File: src/rtl/router_out_drain.sv
// Drains one router output FIFO onto a valid/ready byte port, tags header/parity bytes,
// checks packet parity and flushes the FIFO on a stalled destination. Stats: ROUTER_OUT_STATS_EN.
module router_out_drain #(
  parameter int TIMEOUT = 30,
  parameter int CNT_W   = 16
) (
  input  logic             clk,
  input  logic             rstn,
  input  logic             fifo_empty,
  input  logic [7:0]       fifo_dout,
  output logic             fifo_read_enb,
  output logic             fifo_soft_reset,
  input  logic             read_in,
  output logic             vld_out,
  output logic [7:0]       data_out,
  output logic             sop,
  output logic             eop,
  output logic             parity_err,
  output logic [CNT_W-1:0] pkt_cnt,
  output logic [CNT_W-1:0] err_cnt
);
  localparam int STW = $clog2(TIMEOUT + 1);
  localparam logic [STW-1:0] STALL_MAX  = STW'(TIMEOUT);
  localparam logic [STW-1:0] STALL_FIRE = STW'(TIMEOUT - 1);

  // state  | meaning
  // S_IDLE | next captured byte is a header;  S_PAY | payload bytes or the parity byte pending
  typedef enum logic {S_IDLE, S_PAY} state_t;

  state_t         state_q, state_d;
  logic [5:0]     rem_q, rem_d;
  logic [7:0]     acc_q, acc_d;
  logic [1:0]     occ_q, occ_d;
  logic [10:0]    ent0_q, ent0_d, ent1_q, ent1_d;  // {mismatch, sop, eop, byte}
  logic           infl_q;
  logic [STW-1:0] stall_q, stall_d;
  logic           soft_q;
  logic           perr_q, perr_d;
  logic           xfer;
  logic           timeout_fire;
  logic [1:0]     occ_left;
  logic [10:0]    cap_ent;

  assign vld_out      = (occ_q != 2'd0);
  assign xfer         = vld_out && read_in;
  assign timeout_fire = vld_out && !read_in && (stall_q == STALL_FIRE);
  assign occ_left     = occ_q - {1'b0, xfer};

  // Reads are also held off during the flush pulse so nothing from the old FIFO contents lands.
  assign fifo_read_enb = rstn && !fifo_empty && !timeout_fire && !soft_q &&
                         ((occ_left + {1'b0, infl_q}) < 2'd2);

  assign data_out        = vld_out ? ent0_q[7:0] : 8'h00;
  assign sop             = vld_out && ent0_q[9];
  assign eop             = vld_out && ent0_q[8];
  assign fifo_soft_reset = soft_q;
  assign parity_err      = perr_q;

  always_comb begin
    state_d = state_q;
    rem_d   = rem_q;
    acc_d   = acc_q;
    cap_ent = '0;
    if (infl_q) begin
      case (state_q)
        S_IDLE: begin
          cap_ent = {1'b0, 1'b1, 1'b0, fifo_dout};
          rem_d   = fifo_dout[7:2];
          acc_d   = fifo_dout;
          state_d = S_PAY;
        end
        S_PAY: begin
          if (rem_q != 6'd0) begin
            cap_ent = {1'b0, 1'b0, 1'b0, fifo_dout};
            acc_d   = acc_q ^ fifo_dout;
            rem_d   = rem_q - 6'd1;
          end else begin
            cap_ent = {(acc_q != fifo_dout), 1'b0, 1'b1, fifo_dout};
            state_d = S_IDLE;
          end
        end
        default: state_d = S_IDLE;
      endcase
    end
    if (timeout_fire) state_d = S_IDLE;
  end

  always_comb begin
    ent0_d = ent0_q;
    ent1_d = ent1_q;
    if (xfer) ent0_d = ent1_q;
    if (infl_q) begin
      if (occ_left == 2'd0) ent0_d = cap_ent;
      else                  ent1_d = cap_ent;
    end
    occ_d = occ_left + {1'b0, infl_q};
    if (timeout_fire) occ_d = 2'd0;
  end

  always_comb begin
    stall_d = stall_q;
    if (!vld_out || xfer || timeout_fire) stall_d = '0;
    else if (stall_q != STALL_MAX)        stall_d = stall_q + STW'(1);
    perr_d = xfer && ent0_q[8] && ent0_q[10];
  end

  always_ff @(posedge clk) begin
    if (!rstn) begin
      state_q <= S_IDLE;
      rem_q   <= '0;
      acc_q   <= '0;
      occ_q   <= '0;
      ent0_q  <= '0;
      ent1_q  <= '0;
      infl_q  <= 1'b0;
      stall_q <= '0;
      soft_q  <= 1'b0;
      perr_q  <= 1'b0;
    end else begin
      state_q <= state_d;
      rem_q   <= rem_d;
      acc_q   <= acc_d;
      occ_q   <= occ_d;
      ent0_q  <= ent0_d;
      ent1_q  <= ent1_d;
      infl_q  <= fifo_read_enb;
      stall_q <= stall_d;
      soft_q  <= timeout_fire;
      perr_q  <= perr_d;
    end
  end

`ifdef ROUTER_OUT_STATS_EN
  logic [CNT_W-1:0] pkt_q;
  logic [CNT_W-1:0] err_q;

  always_ff @(posedge clk) begin
    if (!rstn) begin
      pkt_q <= '0;
      err_q <= '0;
    end else begin
      if (xfer && ent0_q[8]) pkt_q <= pkt_q + CNT_W'(1);
      err_q <= err_q + CNT_W'(perr_q) + CNT_W'(soft_q);
    end
  end

  assign pkt_cnt = pkt_q;
  assign err_cnt = err_q;
`else
  assign pkt_cnt = '0;
  assign err_cnt = '0;
`endif

endmodule

File: config.mk
export PLATFORM = sky130hd
export DESIGN_NAME = router_out_drain
export DESIGN_NICKNAME = d
export VERILOG_FILES = /design/src/rtl/router_out_drain.sv
export SDC_FILE = /design/constraint.sdc
export NUM_CORES = 1
export LEC_CHECK = 0
export CAP_MARGIN = 5
export CORE_AREA = 2 2 77 79
export DETAILED_ROUTE_END_ITERATION = 6
export DIE_AREA = 0 0 79 81
export PLACE_DENSITY = 0.88
export SLEW_MARGIN = 20
export SYNTH_ARGS = -nofsm -noshare
export SYNTH_HDL_FRONTEND = slang
export SYNTH_SLANG_ARGS = --single-unit
File: constraint.sdc
create_clock -name clk -period 2.43 [get_ports clk]
set_input_delay 0.486 -clock clk [delete_from_list [all_inputs] [get_ports clk]]
set_output_delay 0.486 -clock clk [all_outputs]
set_load 0.01 [all_outputs]
; ---- After elaboration in Yosys (flattened, before gate mapping)
; Cells that the tools add are included.
[op_classes]
n_addsub = 4
mul = 0
n_div = 0
order_cmp = 1
n_eq_ne = 4
shifts = 0
mux = 12
bitwise = 4
reduce_logical = 25
[op_table]
columns = op, count
row1 = $mux 11, 4
row2 = $pmux 11 s2, 1
row3 = $mux 8, 2
row4 = $pmux 8 s2, 1
row5 = $pmux 6 s2, 1
row6 = $logic_and 1x1->1, 11
row7 = $ne 8x8->1, 1
row8 = $xor 8x8->8, 1
row9 = $mux 6, 1
row10 = $reduce_bool 6->1, 1
row11 = $sub 6x1->6 const B, 1
row12 = $add 5x1->5 const B, 1
row13 = $eq 5x5->1 const B, 1
row14 = $logic_not 1->1, 5
row15 = $ne 5x5->1 const B, 1
row16 = $reduce_and 2->1, 2
row17 = $reduce_or 2->1, 2
row18 = $not 1->1, 3
row19 = $add 2x1->2, 1
row20 = $logic_not 2->1, 1
row21 = $logic_or 1x1->1, 2
row22 = $lt 2x2->1 const B, 1
row23 = $ne 2x1->1 const B, 1
row24 = $pmux 1 s2, 1
row25 = 3 further kinds, 3
[word_totals]
regBits = 47
latchBits = 0
ram_bits = 0
romBits = 0
inputBits = 12
output_inout_bits = 46
elab_cells = 60
memories = 0

; ---- Depth between registers and ports, before layout
[depth]
word_depth = 7
mapped_depth = 9
depth_no_buf = 7

; ---- Worst setup path after synthesis
; OpenSTA, ideal clock, no wires.
[synth_path]
path_type = input to output
from = input port read_in
to = output port fifo_read_enb
arrival_time_ps = 2064
required_ps = 1944
setup_slack_ps = -120
stages = 8
n_path_buf = 1
path_cell_list = o21ai_1 > buf_2 > inv_1 > ha_1 > inv_1 > ha_1 > xnor2_1 > nor4_1
[synth_via]
elab_chain_len = 7
elab_cells_between_ends = 11
classes_between = add/sub: 2 / order compare: 1 / reduce/logical: 8
[synth_lines]
columns = item, line
row1 = start: declaration, 13  ; input logic read_in,
row2 = branches (longest 6 deep; another with $sub 2x1->2), -
row3 = $logic_and 1x1->1 *, 50  ; assign fifo_read_enb = rstn && !fifo_empty && !timeout_fire && !soft_q &&
row4 = end: declaration, 11  ; output logic fifo_read_enb,
; Every way passes the cells marked *.

; ---- Final worst setup path
[layout_path]
from = register occ_q[1]
to = output port fifo_read_enb
[layout_via]
elab_chain_len = 7
elab_cells_between_ends = 11
classes_between = add/sub: 2 / order compare: 1 / reduce/logical: 8
[layout_lines]
columns = item, line
row1 = start: declaration, 33  ; logic [1:0] occ_q, occ_d;
row2 = start signal: assignment, 112  ; occ_q <= '0;
row3 = start signal: assignment, 123  ; occ_q <= occ_d;
row4 = branches (longest 6 deep; another with $sub 2x1->2), -
row5 = $logic_and 1x1->1 *, 50
; Marked as above.

==> impl_summary.txt <==
----------------------------------------------------
[Synth]
  Post-synthesis sequential element count ... 47
  Most frequent cell after synthesis ... sky130_fd_sc_hd__dfxtp_1
  Post-synthesis xor/xnor area fraction ... 4.46%
  Share of Yosys cell area claimed by the top area cell type ... 34.2%
  Yosys warns ... 0
  Fraction of the mapped netlist area in adder cells ... 2.73%
  Largest cells by area after synthesis ... sky130_fd_sc_hd__dfxtp_1 34%, sky130_fd_sc_hd__buf_4 9.0%, sky130_fd_sc_hd__mux2i_1 7.3%, sky130_fd_sc_hd__nand2_1 4.8%, sky130_fd_sc_hd__nor2b_1 4.8%
  Number of flops mapped to enable cells by yosys ... 0
  Most numerous cell types in the synthesized netlist ... 47 x sky130_fd_sc_hd__dfxtp_1, 35 x sky130_fd_sc_hd__nand2_1, 33 x sky130_fd_sc_hd__buf_4
  Number of standard cells after synthesis ... 310
  Main combinational cell family by area after synthesis ... compound AO/OA/AOI/OAI gates
  Cell type with the highest aggregate area in the netlist ... sky130_fd_sc_hd__dfxtp_1
  Cell area after synthesis ... 0.00275 mm²
  Most used flip-flop cell after synthesis ... sky130_fd_sc_hd__dfxtp_1
  Synthesized area per cell ... 8.87 µm²
  Area fraction in compound gates after synthesis ... 16.7%
  Share of synthesized area spent on multiplexers ... 11.0%
  Share of async-settable or async-resettable flops after synthesis ... 0%
  Basic-gate share of the synthesized area counting and, or, nand and nor cells ... 15.9%
  Count of cell types in the netlist ... 43
  Proportion of synthesized chip area in sequential cells ... 34.2%

[Job]
  Number of max-cap violations ... 0

[STA]
  Final-report max-slew violation count ... 0
  Maximum clock rate ... 428 MHz
  Setup TNS ... 0 ps
  Final Critical Period ... 2340 ps
  Crit share post-route ... 96.2%
  Worst slack on hold paths ... 458 ps
  Tightest Pin Transition ... 562 ps
  Crit path setup slack, layout ... 93.1 ps
  RSZ-0062 raised after global routing ... false
  Setup clock skew after layout ... 4.69 ps
  Number of hold-slack violations in the final timing report ... 0
  Worst slew slack as a fraction of its limit ... 62.4%
  Setup-failing EPs final ... 0

[Worst setup path]
  Standard cell with the maximum stage delay on the critical path ... sky130_fd_sc_hd__dfxtp_2
  Reg-to-reg setup timing slack ... 500 ps
  Category of the critical setup timing path ... flip-flop to output port
  Critical Path, Cell by Cell ... o21ai_2, inv_2, ha_4, inv_2, ha_4, xnor2_2, nor4_2, buf_2
  Buf/Inv on CP ... 3
  Delay contributed by the slowest stage of the critical path ... 330 ps
  Highest fanout seen on the critical path ... 2
  Worst path top cell family by delay ... adder cells
  Critical Path Sink Type ... output port
  Crit start category ... flip-flop
  Data arrival time of the critical path ... 1850 ps
  Required @ worst endpoint ... 1940 ps

[Clock tree]
  Number of buffers created by CTS ... 5
  Max clock buf depth ... 2
  CTS tree ... built
  Post-CTS Hold Buffers ... 0
  Clock slew at the register clock pins of the worst setup and hold paths ... 90 ps
  Clock root cell ... sky130_fd_sc_hd__clkbuf_8
  Clock insertion delay at the later pin of the skew report ... 300 ps
  H-tree levels ... 2
  Clock tree sinks ... 47

[Hold path]
  Path class of the lowest-slack min-delay path ... flip-flop to flip-flop

[Global routing]
  Maximum number of pins on one net before global-route repair ... 51
  Overall Global Routing Usage ... 18.5%
  Number of antenna violations at the first check in global routing ... 0
  Number of global-route vias before repair ... 1976
  Global-route wire length before repair ... 9.16 mm
  GR Overflow Total ... 0

[Cells and area]
  Diode count ... 0
  Count of placed standard cells in the final layout, fillers left out ... 419
  Fraction of final layout cells sized beyond drive strength 1 ... 17.2%
  Filler cells ... 497
  Net count of the finished layout ... 361
  Non-Filler Cell Area, Final ... 0.00319 mm²
  Area added between synthesis and finish ... 16.0%
  Share of the core filled with cells in the final layout ... 56.2%

[Power and ir drop]
  Total power ... 3.07 mW
  Pwr dens ... 962 mW/mm²
  VDD IR max ... 0.449 mV
  Static leakage power ... 1.45 nW

[Die]
  Die boundary width ... 79 µm
  Floorplan die height ... 81 µm
  Initial cell density of the core ... 48.5%
  Area of the core ... 0.00568 mm²
  Number of primary I/O pins ... 58
  Number of core rows ... 28
  Total die area ... 0.00640 mm²

[Drt]
  Number of remaining DRC errors ... 0
  DRT Wirelength ... 5.53 mm
  Ratio of routed vias to standard cells ... 5.03
  First DRT Iteration DRCs ... 184
  Pre-Repair DR Iteration Count ... 7
  Routed wire per std cell ... 13.2 µm
  Via Count ... 2109
  Final antenna-violating net count ... 0

[Place]
  Pre-CTS WS ... -634 ps
  Instance area after placement ... 0.00302 mm²
  Inst Count DP ... 407
  Weighted congestion reported at the end of routability-driven placement ... 0.889
  Number of buffer cells added on primary ports ... 25
  DP Wirelength ... 3.81 mm

[Status]
  Result of the run ... finished, final reports clean

----------------------------------------------------
==> cell type report <==
| type | count | area (µm²) | area share, % |
|---|---|---|---|
| multi-input combinational | 225 | 1570 | 49.1 |
| sequential | 47 | 942 | 29.5 |
| timing repair buffer | 44 | 413 | 12.9 |
| tap | 75 | 93.8 | 2.94 |
| clock buffer | 6 | 82.6 | 2.59 |
| inverter | 20 | 75.1 | 2.35 |
| clock inverter | 2 | 16.3 | 0.510 |
==> logic make-up (layout without fill, tap and decap cells) <==
kind of cell,after synthesis,in the layout
AND/OR/NAND/NOR,88,88
buffers and inverters,69,72
AO/OA/AOI/OAI,56,56
flip-flops,47,47
multiplexers,29,29
XOR/XNOR,14,14
adder cells (fa/ha/maj),6,6
other,1,32
==> tightest hold or removal path: stages, from the launching register on <==
cell and delay [ps]:
sky130_fd_sc_hd__dfxtp_1 320, sky130_fd_sc_hd__nand3_1 70, sky130_fd_sc_hd__nor2_1 30
==> layout by cell type, fill, tap and decap left out, types with 10 or more instances in the layout <==
cell / instances
sky130_fd_sc_hd__a21oi_1: 16
sky130_fd_sc_hd__buf_4: 17
sky130_fd_sc_hd__clkdlybuf4s50_1: 23
sky130_fd_sc_hd__conb_1: 32
sky130_fd_sc_hd__dfxtp_1: 46
sky130_fd_sc_hd__inv_1: 18
sky130_fd_sc_hd__mux2i_1: 20
sky130_fd_sc_hd__nand2_1: 35
sky130_fd_sc_hd__nor2_1: 11
sky130_fd_sc_hd__nor2b_1: 21
sky130_fd_sc_hd__o211a_1: 11
sky130_fd_sc_hd__xor2_1: 10
==> routing by layer <==
metal,up-vias,GRT usage (%),part of all wire [%]
met4,0,7.07,2.0
met2,75,32.5,50
li1,1051,-,-
met5,-,0,0
met1,973,22.3,43
met3,10,3.67,4.9
==> flip-flops by register name, indices dropped and copies added, names as in the netlist <==
| signal | flops |
|---|---|
| rem_q | 6 |
| ent0_q | 11 |
| acc_q | 8 |
| state_q | 1 |
| fifo_soft_reset | 1 |
| ent1_q | 11 |
| stall_q | 5 |
| infl_q | 1 |
| parity_err | 1 |
| occ_q | 2 |
==> report_power, final <==
part	internal [mW]	switching (mW)	leakage [nW]
combinational	0.763	0.748	1.01
sequential	0.931	0.121	0.383
clock	0.232	0.273	0.0474
total	1.93	1.14	1.45
==> worst paths after layout <==
| kind | depth (start not counted) | to | from |
|---|---|---|---|
| min reg2reg | 2 | parity_err | ent0_q[10] |
| max reg2reg | 4 | rem_q[0] | rem_q[3] |
| max | 8 | fifo_read_enb | occ_q[1] |
| min | 2 | parity_err | ent0_q[10] |
==> timing repair <==
| action | in CTS | in global routing |
|---|---|---|
| hold endpoints to repair | 0 | 0 |
| setup endpoints to repair | 1 | 1 |
| pin swaps | 4 | 1 |
| setup buffers | 4 | 0 |
| gates resized for setup | 15 | 1 |
Power figures use the tool's default switching activity.
